### src/rtl/ans_renorm_unit.sv
// ANS decoder state / renormalisation unit.
// Bitstream words are queued in a small FIFO, unpacked MSB-first into
// RENORM_BITS chunks, and shifted into the decoder state until it is back
// in [LOWER_BOUND, 2^STATE_WIDTH). The initial state can also be loaded
// from the stream on request.
module ans_renorm_unit #(
  parameter int unsigned             STATE_WIDTH = 32,
  parameter int unsigned             WORD_WIDTH  = 32,
  parameter int unsigned             RENORM_BITS = 16,
  parameter int unsigned             FIFO_DEPTH  = 8,
  parameter logic [STATE_WIDTH-1:0]  LOWER_BOUND = STATE_WIDTH'(32'h0001_0000)
) (
  input  logic                             clk,
  input  logic                             rst_n,
  input  logic [WORD_WIDTH-1:0]            in_data,
  input  logic                             in_valid,
  output logic                             in_ready,
  input  logic                             init_req,
  input  logic                             upd_valid,
  input  logic [STATE_WIDTH-1:0]           upd_state,
  output logic                             upd_ready,
  output logic [STATE_WIDTH-1:0]           state_out,
  output logic                             state_valid,
  output logic                             starved,
  output logic                             renorm_err,
  output logic [$clog2(FIFO_DEPTH+1)-1:0]  fifo_level
);

  localparam int unsigned PtrW          = (FIFO_DEPTH > 1) ? $clog2(FIFO_DEPTH) : 1;
  localparam int unsigned LvlW          = $clog2(FIFO_DEPTH + 1);
  localparam int unsigned ChunksPerWord = WORD_WIDTH / RENORM_BITS;
  localparam int unsigned StepsPerState = STATE_WIDTH / RENORM_BITS;
  localparam int unsigned CntW          = $clog2(ChunksPerWord + 1);
  localparam int unsigned StepW         = $clog2(StepsPerState + 1);

  typedef enum logic [1:0] {
    StReady,
    StRenorm,
    StInitLoad
  } fsm_e;

  // ---------------------------------------------------------------------
  // Word FIFO
  // ---------------------------------------------------------------------
  logic [WORD_WIDTH-1:0] mem_q [FIFO_DEPTH];
  logic [PtrW-1:0]       wr_ptr_q, wr_ptr_d;
  logic [PtrW-1:0]       rd_ptr_q, rd_ptr_d;
  logic [LvlW-1:0]       level_q, level_d;
  logic                  fifo_push;
  logic                  fifo_pop;
  logic                  fifo_empty;

  // ---------------------------------------------------------------------
  // Unpack buffer: the word is kept left-aligned, so the next chunk is
  // always its top RENORM_BITS bits.
  // ---------------------------------------------------------------------
  logic [WORD_WIDTH-1:0]  buf_word_q, buf_word_d;
  logic [CntW-1:0]        buf_left_q, buf_left_d;
  logic                   chunk_avail;
  logic [RENORM_BITS-1:0] chunk;
  logic                   take_chunk;

  // ---------------------------------------------------------------------
  // Decoder state and control
  // ---------------------------------------------------------------------
  fsm_e                   fsm_q, fsm_d;
  logic [STATE_WIDTH-1:0] state_q, state_d;
  logic                   valid_q, valid_d;
  logic                   err_q, err_d;
  logic [StepW-1:0]       steps_q, steps_d;
  logic [StepW-1:0]       steps_inc;
  logic                   last_step;
  logic [STATE_WIDTH-1:0] shifted;

  assign in_ready   = (level_q != LvlW'(FIFO_DEPTH));
  assign fifo_empty = (level_q == '0);
  assign fifo_push  = in_valid && in_ready;
  // Refill only once the buffer is fully drained; this costs one bubble
  // per word but keeps the FIFO read off the shift path.
  assign fifo_pop   = !chunk_avail && !fifo_empty;
  assign fifo_level = level_q;

  assign chunk_avail = (buf_left_q != '0);
  assign chunk       = buf_word_q[WORD_WIDTH-1 -: RENORM_BITS];
  assign take_chunk  = (fsm_q != StReady) && chunk_avail;

  assign shifted   = STATE_WIDTH'({state_q, chunk});
  assign steps_inc = steps_q + StepW'(1);
  assign last_step = (steps_inc == StepW'(StepsPerState));

  assign upd_ready   = (fsm_q == StReady) && !init_req;
  assign starved     = (fsm_q != StReady) && !chunk_avail;
  assign state_out   = state_q;
  assign state_valid = valid_q;
  assign renorm_err  = err_q;

  // FIFO pointer and level next-state.
  always_comb begin
    wr_ptr_d = wr_ptr_q;
    rd_ptr_d = rd_ptr_q;
    level_d  = level_q;
    if (fifo_push) begin
      wr_ptr_d = wr_ptr_q + PtrW'(1);
    end
    if (fifo_pop) begin
      rd_ptr_d = rd_ptr_q + PtrW'(1);
    end
    case ({fifo_push, fifo_pop})
      2'b10:   level_d = level_q + LvlW'(1);
      2'b01:   level_d = level_q - LvlW'(1);
      default: level_d = level_q;
    endcase
  end

  // FIFO storage; contents need no reset since the pointers gate reads.
  always_ff @(posedge clk) begin
    if (fifo_push) begin
      mem_q[wr_ptr_q] <= in_data;
    end
  end

  // Unpack buffer next-state: refill and chunk consumption never coincide.
  always_comb begin
    buf_word_d = buf_word_q;
    buf_left_d = buf_left_q;
    if (fifo_pop) begin
      buf_word_d = mem_q[rd_ptr_q];
      buf_left_d = CntW'(ChunksPerWord);
    end else if (take_chunk) begin
      buf_word_d = buf_word_q << RENORM_BITS;
      buf_left_d = buf_left_q - CntW'(1);
    end
  end

  // Control FSM next-state.
  always_comb begin
    fsm_d   = fsm_q;
    state_d = state_q;
    valid_d = valid_q;
    err_d   = err_q;
    steps_d = steps_q;
    unique case (fsm_q)
      StReady: begin
        if (init_req) begin
          fsm_d   = StInitLoad;
          state_d = '0;
          valid_d = 1'b0;
          err_d   = 1'b0;
          steps_d = '0;
        end else if (upd_valid) begin
          state_d = upd_state;
          if (upd_state < LOWER_BOUND) begin
            fsm_d   = StRenorm;
            valid_d = 1'b0;
            steps_d = '0;
          end
        end
      end
      StRenorm: begin
        if (chunk_avail) begin
          state_d = shifted;
          steps_d = steps_inc;
          if (shifted >= LOWER_BOUND) begin
            fsm_d   = StReady;
            valid_d = 1'b1;
          end else if (last_step) begin
            // State could not be normalised within one full state width.
            fsm_d   = StReady;
            valid_d = 1'b1;
            err_d   = 1'b1;
          end
        end
      end
      StInitLoad: begin
        if (chunk_avail) begin
          state_d = shifted;
          steps_d = steps_inc;
          if (last_step) begin
            fsm_d   = StReady;
            valid_d = 1'b1;
          end
        end
      end
      default: begin
        fsm_d   = StReady;
        valid_d = 1'b1;
      end
    endcase
  end

  // State registers with synchronous active-low reset.
  always_ff @(posedge clk) begin
    if (!rst_n) begin
      wr_ptr_q   <= '0;
      rd_ptr_q   <= '0;
      level_q    <= '0;
      buf_word_q <= '0;
      buf_left_q <= '0;
      fsm_q      <= StReady;
      state_q    <= LOWER_BOUND;
      valid_q    <= 1'b1;
      err_q      <= 1'b0;
      steps_q    <= '0;
    end else begin
      wr_ptr_q   <= wr_ptr_d;
      rd_ptr_q   <= rd_ptr_d;
      level_q    <= level_d;
      buf_word_q <= buf_word_d;
      buf_left_q <= buf_left_d;
      fsm_q      <= fsm_d;
      state_q    <= state_d;
      valid_q    <= valid_d;
      err_q      <= err_d;
      steps_q    <= steps_d;
    end
  end

endmodule
### config.mk
export PLATFORM = sky130hd
export DESIGN_NAME = ans_renorm_unit
export DESIGN_NICKNAME = d
export VERILOG_FILES = /design/src/rtl/ans_renorm_unit.sv
export SDC_FILE = /design/constraint.sdc
export NUM_CORES = 1
export LEC_CHECK = 0
export ABC_AREA = 1
export ABC_CLOCK_PERIOD_IN_PS = 7050
export CORE_UTILIZATION = 58
export CTS_BUF_LIST = sky130_fd_sc_hd__clkbuf_4
export DETAILED_ROUTE_END_ITERATION = 8
export PLACE_DENSITY = 0.8
export SLEW_MARGIN = 0
export SYNTH_ARGS = -nofsm -noshare
export SYNTH_HDL_FRONTEND = slang
export SYNTH_SLANG_ARGS = --single-unit
### constraint.sdc
create_clock -name clk -period 7.05 [get_ports clk]
set_input_delay 1.0575 -clock clk [delete_from_list [all_inputs] [get_ports clk]]
set_output_delay 1.0575 -clock clk [all_outputs]
set_load 0.05 [all_outputs]
After elaboration in Yosys (flattened, before gate mapping) --
Memories as Yosys holds them, arrays and structs flattened. A register that Yosys moved wholly into a read port is not among the register bits. Cells that the tools add are included.
Word-level totals: flip-flop bits (word level) 82, memory bits (writable) 256, bits of input ports 69, output and inout bits 41, memories kept 1
Memories:
- mem_q | depth 8, bits a word 32, read ports 1, clocked after Yosys merged registers in 1, write ports 1, line 45 | logic [WORD_WIDTH-1:0] mem_q [FIFO_DEPTH];
Operators by class: add/sub/neg operators 6, magnitude comparators 2, eq/ne operators 14, muxes and demuxes 39, bitwise logic cells 1, reduce and logical (&&, ||, !) cells 22
Operator list (count):
- $mux 32 | 5
- $pmux 32 s2 | 1
- $ge 32x17->1 const B | 1
- $lt 32x17->1 const B | 1
- $mux 2 | 13
- $mux 1 | 13
- $reduce_bool 2->1 | 6
- $ne 2x2->1 const B | 5
- $pmux 4 s2 | 1
- $reduce_and 4->1 | 2
- $add 3x1->3 const B | 2
- $eq 2x2->1 const B | 3
- $mux 3 | 2
- $pmux 2 s3 | 1
- $logic_and 1x1->1 | 5
- $reduce_and 5->1 | 1
- $add 4x1->4 const B | 1
- $eq 2x1->1 const B | 2
- $logic_not 4->1 | 1
- $ne 4x4->1 const B | 1
- $pmux 2 s2 | 1
- $reduce_or 2->1 | 2
- $sub 4x1->4 const B | 1
- $logic_not 1->1 | 3
- 10 further kinds | 10

Logic depth before layout (Yosys ltp) --
word-level depth 6, depth in mapped cells 17, mapped depth without buffers 15

Worst setup path after synthesis --
No wires, ideal clock.
path type register to register, start reg level_q[2], in the netlist fifo_level[2], end mem mem_q[0][0], enable pin, setup time 0.421 ns, arrival 3.055 ns, path slack 3.574 ns, cell stages (with the launch flop) 7, path buffers 0, period minus slack after synthesis 3.476 ns, cells stage by stage dfxtp_1 inv_1 nand3_1 nand2_1 inv_1 nand2_1 nor2_1
Between the ends: word-level cells in the longest chain between the ends 4
RTL lines:
- start: declaration | line 48 | logic [LvlW-1:0] level_q, level_d;
- start signal: assignment | line 207 | level_q <= level_d;
- $ne 4x4->1 | line 75 | assign in_ready = (level_q != LvlW'(FIFO_DEPTH));
- net in_ready | line 17 | output logic in_ready,
- $logic_and 1x1->1 | line 77 | assign fifo_push = in_valid && in_ready;
- $mux 1 | line 117 | if (fifo_push) begin
- $mux 1 (not written as such) | line 118 | mem_q[wr_ptr_q] <= in_data;
- end: declaration | line 45
The timed path passes the listed nets, and every way through them passes these cells.

Worst setup path in the final report --
start in init_req, end out upd_ready
Between the ends: word-level cells in the longest chain between the ends 2
RTL lines:
- start: declaration | line 18 | input logic init_req,
- $logic_not 1->1 | line 91 | assign upd_ready = (fsm_q == StReady) && !init_req;
- $logic_and 1x1->1 | line 91
- end: declaration | line 21 | output logic upd_ready,
Every way passes these cells.

==> results.json <==
{
  "p_int_uw": 4050,
  "antenna_violations_before_repair": 2,
  "cts_tree": "built",
  "tns_ns": 0,
  "synth_area_leaders": "sky130_fd_sc_hd__edfxtp_1 56%, sky130_fd_sc_hd__dfxtp_1 12%, sky130_fd_sc_hd__nor2_1 6.7%, sky130_fd_sc_hd__o21ai_0 6.5%, sky130_fd_sc_hd__o211ai_1 2.2%",
  "report.final.hold_viol_count": 0,
  "timing.final.ws_setup_ns": 3.39,
  "maxCapViolCount": 0,
  "power.combinational.fraction_pct": 34.0,
  "grt_first_pass_wirelength_mm": 49.9,
  "post-route-util_pct": 68.7,
  "clock_skew_ns": 0.0396,
  "setup.worst_path.class": "in -> out",
  "crit_required_ns": 5.99,
  "worst_slew_pin_slew_ns": 1.24,
  "leakage_uw": 0.00552,
  "worst_skew_pair.late_latency_ns": 0.70,
  "preCtsSetupSlack_ns": 3.40,
  "via_count_of_the_first_global_routing_pass": 9431,
  "route.vias.total": 9872,
  "clkTransAtPathRegs_ns": 0.06,
  "ys_seq_elements": 341,
  "share_seq_of_total_power_pct": 40.4,
  "setup_fix_buffers_added_after_clock_tree_synthesis": 0,
  "stdcell_count": 1698,
  "hold_path.class": "reg -> reg",
  "drv_slew": 0,
  "status": "finished, final reports clean",
  "power.ir.vdd_worst_mv": 0.239,
  "final_period_minus_worst_setup_slack_ns": 3.66,
  "synthesis.area_um2": 13800,
  "mappedNetlistNets": 1257,
  "max_freq_mhz": 273,
  "cts_made_buffers": 83,
  "syn-instance-count": 1176,
  "cp_max_fo": 5,
  "cts_repair_resized_insts": 0,
  "fp.coreArea_um2": 23400,
  "clock_tree.htree_level_count": 3,
  "vias_per_cell": 5.81,
  "grt_max_degree": 89,
  "num-fill-cells": 1702,
  "clock_power_share_pct": 25.6,
  "final.period_utilization_pct": 51.9,
  "io-pin-count": 110,
  "gp_congestion": 0.838,
  "cts_root_buf": "sky130_fd_sc_hd__clkbuf_4",
  "grt_overflow": 0,
  "dr.first_iter.drc_count": 974,
  "placement_rows": 56,
  "die_width_um": 156,
  "switching_power_share_of_the_total_pct": 38.1,
  "seq_area_frac_synth_pct": 68.2,
  "drc_errors": 0,
  "final-setup-viol-count": 0,
  "detailedRoute.firstPassIterationCount": 5,
  "mostFrequentLayoutCell": "sky130_fd_sc_hd__edfxtp_1",
  "die_area_um2": 24400,
  "drt.antenna.violating_nets": 0,
  "drt-total-wl_mm": 32.0,
  "yosys.area.top_type_share_pct": 55.8,
  "net-switching-power_uw": 2500,
  "synth_area_per_cell_um2": 11.7,
  "power.density_cell_area_nw_per_um2": 407,
  "numPortBuffers": 109,
  "synth_top_cell_by_area": "sky130_fd_sc_hd__edfxtp_1",
  "flow.area_growth_from_synthesis_pct": 16.9,
  "avgRoutedWirePerCell_um": 18.8,
  "groute.usage.overall_pct": 27.0,
  "critical_path.endpoint_type": "primary output",
  "fp.dieH_um": 156,
  "worst_max_slew_margin_expressed_relative_to_the_limit_pct": 17.1,
  "worst-endpoint-arrival_ns": 2.60,
  "ys_warn_count": 0,
  "ys_types": 39,
  "nNetsFinal": 1389,
  "grt_setup_unrepaired": "false",
  "dp_hpwl_mm": 17.6,
  "placed_cells": 1542,
  "postCtsHoldBufs": 0,
  "cts.sink_count": 341,
  "mostFrequentLayoutCells": "256 x sky130_fd_sc_hd__edfxtp_1, 235 x sky130_fd_sc_hd__nor2_1, 180 x sky130_fd_sc_hd__o21ai_0, 132 x sky130_fd_sc_hd__clkbuf_4, 109 x sky130_fd_sc_hd__clkdlybuf4s50_1",
  "max-clock-path-buffers": 3,
  "share_of_post_route_cells_with_drive_strength_above_1_pct": 13.7,
  "critical_path.startpoint_type": "primary input",
  "initial_util_pct": 58.8
}
[sequential cells by signal, indices dropped and copies added (netlist names), named ones only]
name,count
mem_q,256
steps_q,2
rd_ptr_q,3
state_valid,1
fifo_level,4
renorm_err,1
state_out,32
fsm_q,2
buf_word_q,32
wr_ptr_q,3
buf_left_q,2
[power by group through the flow]
stage | registers [uW] | clock network, uW | logic (uW)
after global placement | 2670 | 0 | 2140
after CTS | 2640 | 1710 | 2220
after detailed placement | 2680 | 0 | 2210
after global routing | 2670 | 1820 | 2430
after floorplan | 2940 | 0 | 1380
final | 2640 | 1680 | 2220
[layer usage]
| layer | part of all wire, % | up-vias | track usage [%] |
|---|---|---|---|
| met1 | 40 | 4705 | 34.2 |
| met2 | 49 | 499 | 44.5 |
| met5 | 0 | - | 0 |
| li1 | - | 4606 | - |
| met4 | 2.4 | 0 | 10.8 |
| met3 | 8.9 | 62 | 6.78 |
[Yosys cell counts]
cell,count
sky130_fd_sc_hd__a221oi_1,15
sky130_fd_sc_hd__nand3_1,38
sky130_fd_sc_hd__xnor2_1,1
sky130_fd_sc_hd__o21ai_1,12
sky130_fd_sc_hd__o211ai_1,41
sky130_fd_sc_hd__nor3_1,2
sky130_fd_sc_hd__dfxtp_1,85
sky130_fd_sc_hd__o22a_1,1
sky130_fd_sc_hd__nor2_4,2
sky130_fd_sc_hd__nor2_1,244
sky130_fd_sc_hd__a31oi_4,1
sky130_fd_sc_hd__inv_2,7
sky130_fd_sc_hd__or2_2,1
sky130_fd_sc_hd__buf_1,2
sky130_fd_sc_hd__ha_1,11
sky130_fd_sc_hd__clkbuf_1,27
sky130_fd_sc_hd__buf_6,16
sky130_fd_sc_hd__a31oi_1,16
sky130_fd_sc_hd__and3_1,1
sky130_fd_sc_hd__o221ai_1,20
sky130_fd_sc_hd__a22oi_1,7
sky130_fd_sc_hd__a221oi_2,10
sky130_fd_sc_hd__nand4_1,2
sky130_fd_sc_hd__fa_1,1
sky130_fd_sc_hd__o21ai_2,1
sky130_fd_sc_hd__a21oi_4,1
sky130_fd_sc_hd__inv_1,25
sky130_fd_sc_hd__buf_4,6
sky130_fd_sc_hd__clkbuf_2,5
sky130_fd_sc_hd__a21oi_1,39
sky130_fd_sc_hd__buf_2,20
sky130_fd_sc_hd__clkinv_1,2
sky130_fd_sc_hd__nand2_1,73
sky130_fd_sc_hd__nand2_4,1
sky130_fd_sc_hd__nand3b_1,1
sky130_fd_sc_hd__edfxtp_1,256
sky130_fd_sc_hd__xor2_1,1
sky130_fd_sc_hd__buf_8,2
sky130_fd_sc_hd__o21ai_0,180
[metrics by stage]
step | total power [uW] | instance area (um^2) | hold WS, ns
2_1_floorplan | 4310 | 13800 | 0.433
6_report | 6550 | 16100 | 0.466
3_3_place_gp | 4810 | 15000 | 0.448
4_1_cts | 6560 | 16100 | 0.452
3_5_place_dp | 4890 | 15000 | 0.456
5_1_grt | 6920 | 16100 | 0.486
[worst max-delay path: stages]
cell and delay [ns]:
sky130_fd_sc_hd__clkdlybuf4s50_1 0.50, sky130_fd_sc_hd__nor2_4 0.22, sky130_fd_sc_hd__clkdlybuf4s50_1 0.83
[layout make-up]
class / count / area, um^2 / share of cell area [%]
tap: 319 / 399 / 2.48
clock buffer: 132 / 991 / 6.16
antenna: 2 / 5.00 / 0.0311
multi-input combinational: 723 / 3820 / 23.8
timing repair buffer: 125 / 1210 / 7.53
sequential: 341 / 9390 / 58.4
clock inverter: 22 / 136 / 0.848
inverter: 34 / 128 / 0.793
[cell families (layout without fill, tap and decap cells)]
group           Yosys count  after routing  share of synthesized area, %
flops                   341            341                          68.2
other cells               0              2                             0
buf+inv                 112            313                          4.48
compound gates          344            344                          15.5
xor+xnor                  2              2                         0.127
fa+ha+maj                12             12                          1.15
simple gates            365            365                          10.6
[final timing paths]
kind | start | to | depth (start not counted) | slack (ns)
worst min-delay path | buf_word_q[4]$_SDFFE_PN0P_ | buf_word_q[4]$_SDFFE_PN0P_ | 2 | 0.47
worst min register to register | buf_word_q[4]$_SDFFE_PN0P_ | buf_word_q[4]$_SDFFE_PN0P_ | 2 | 0.47
worst max-delay path | init_req | upd_ready | 3 | 3.39
worst max register to register | register | buf_word_q[16]$_SDFFE_PN0P_ | 6 | 4.23
Power figures use the tool's default switching activity.
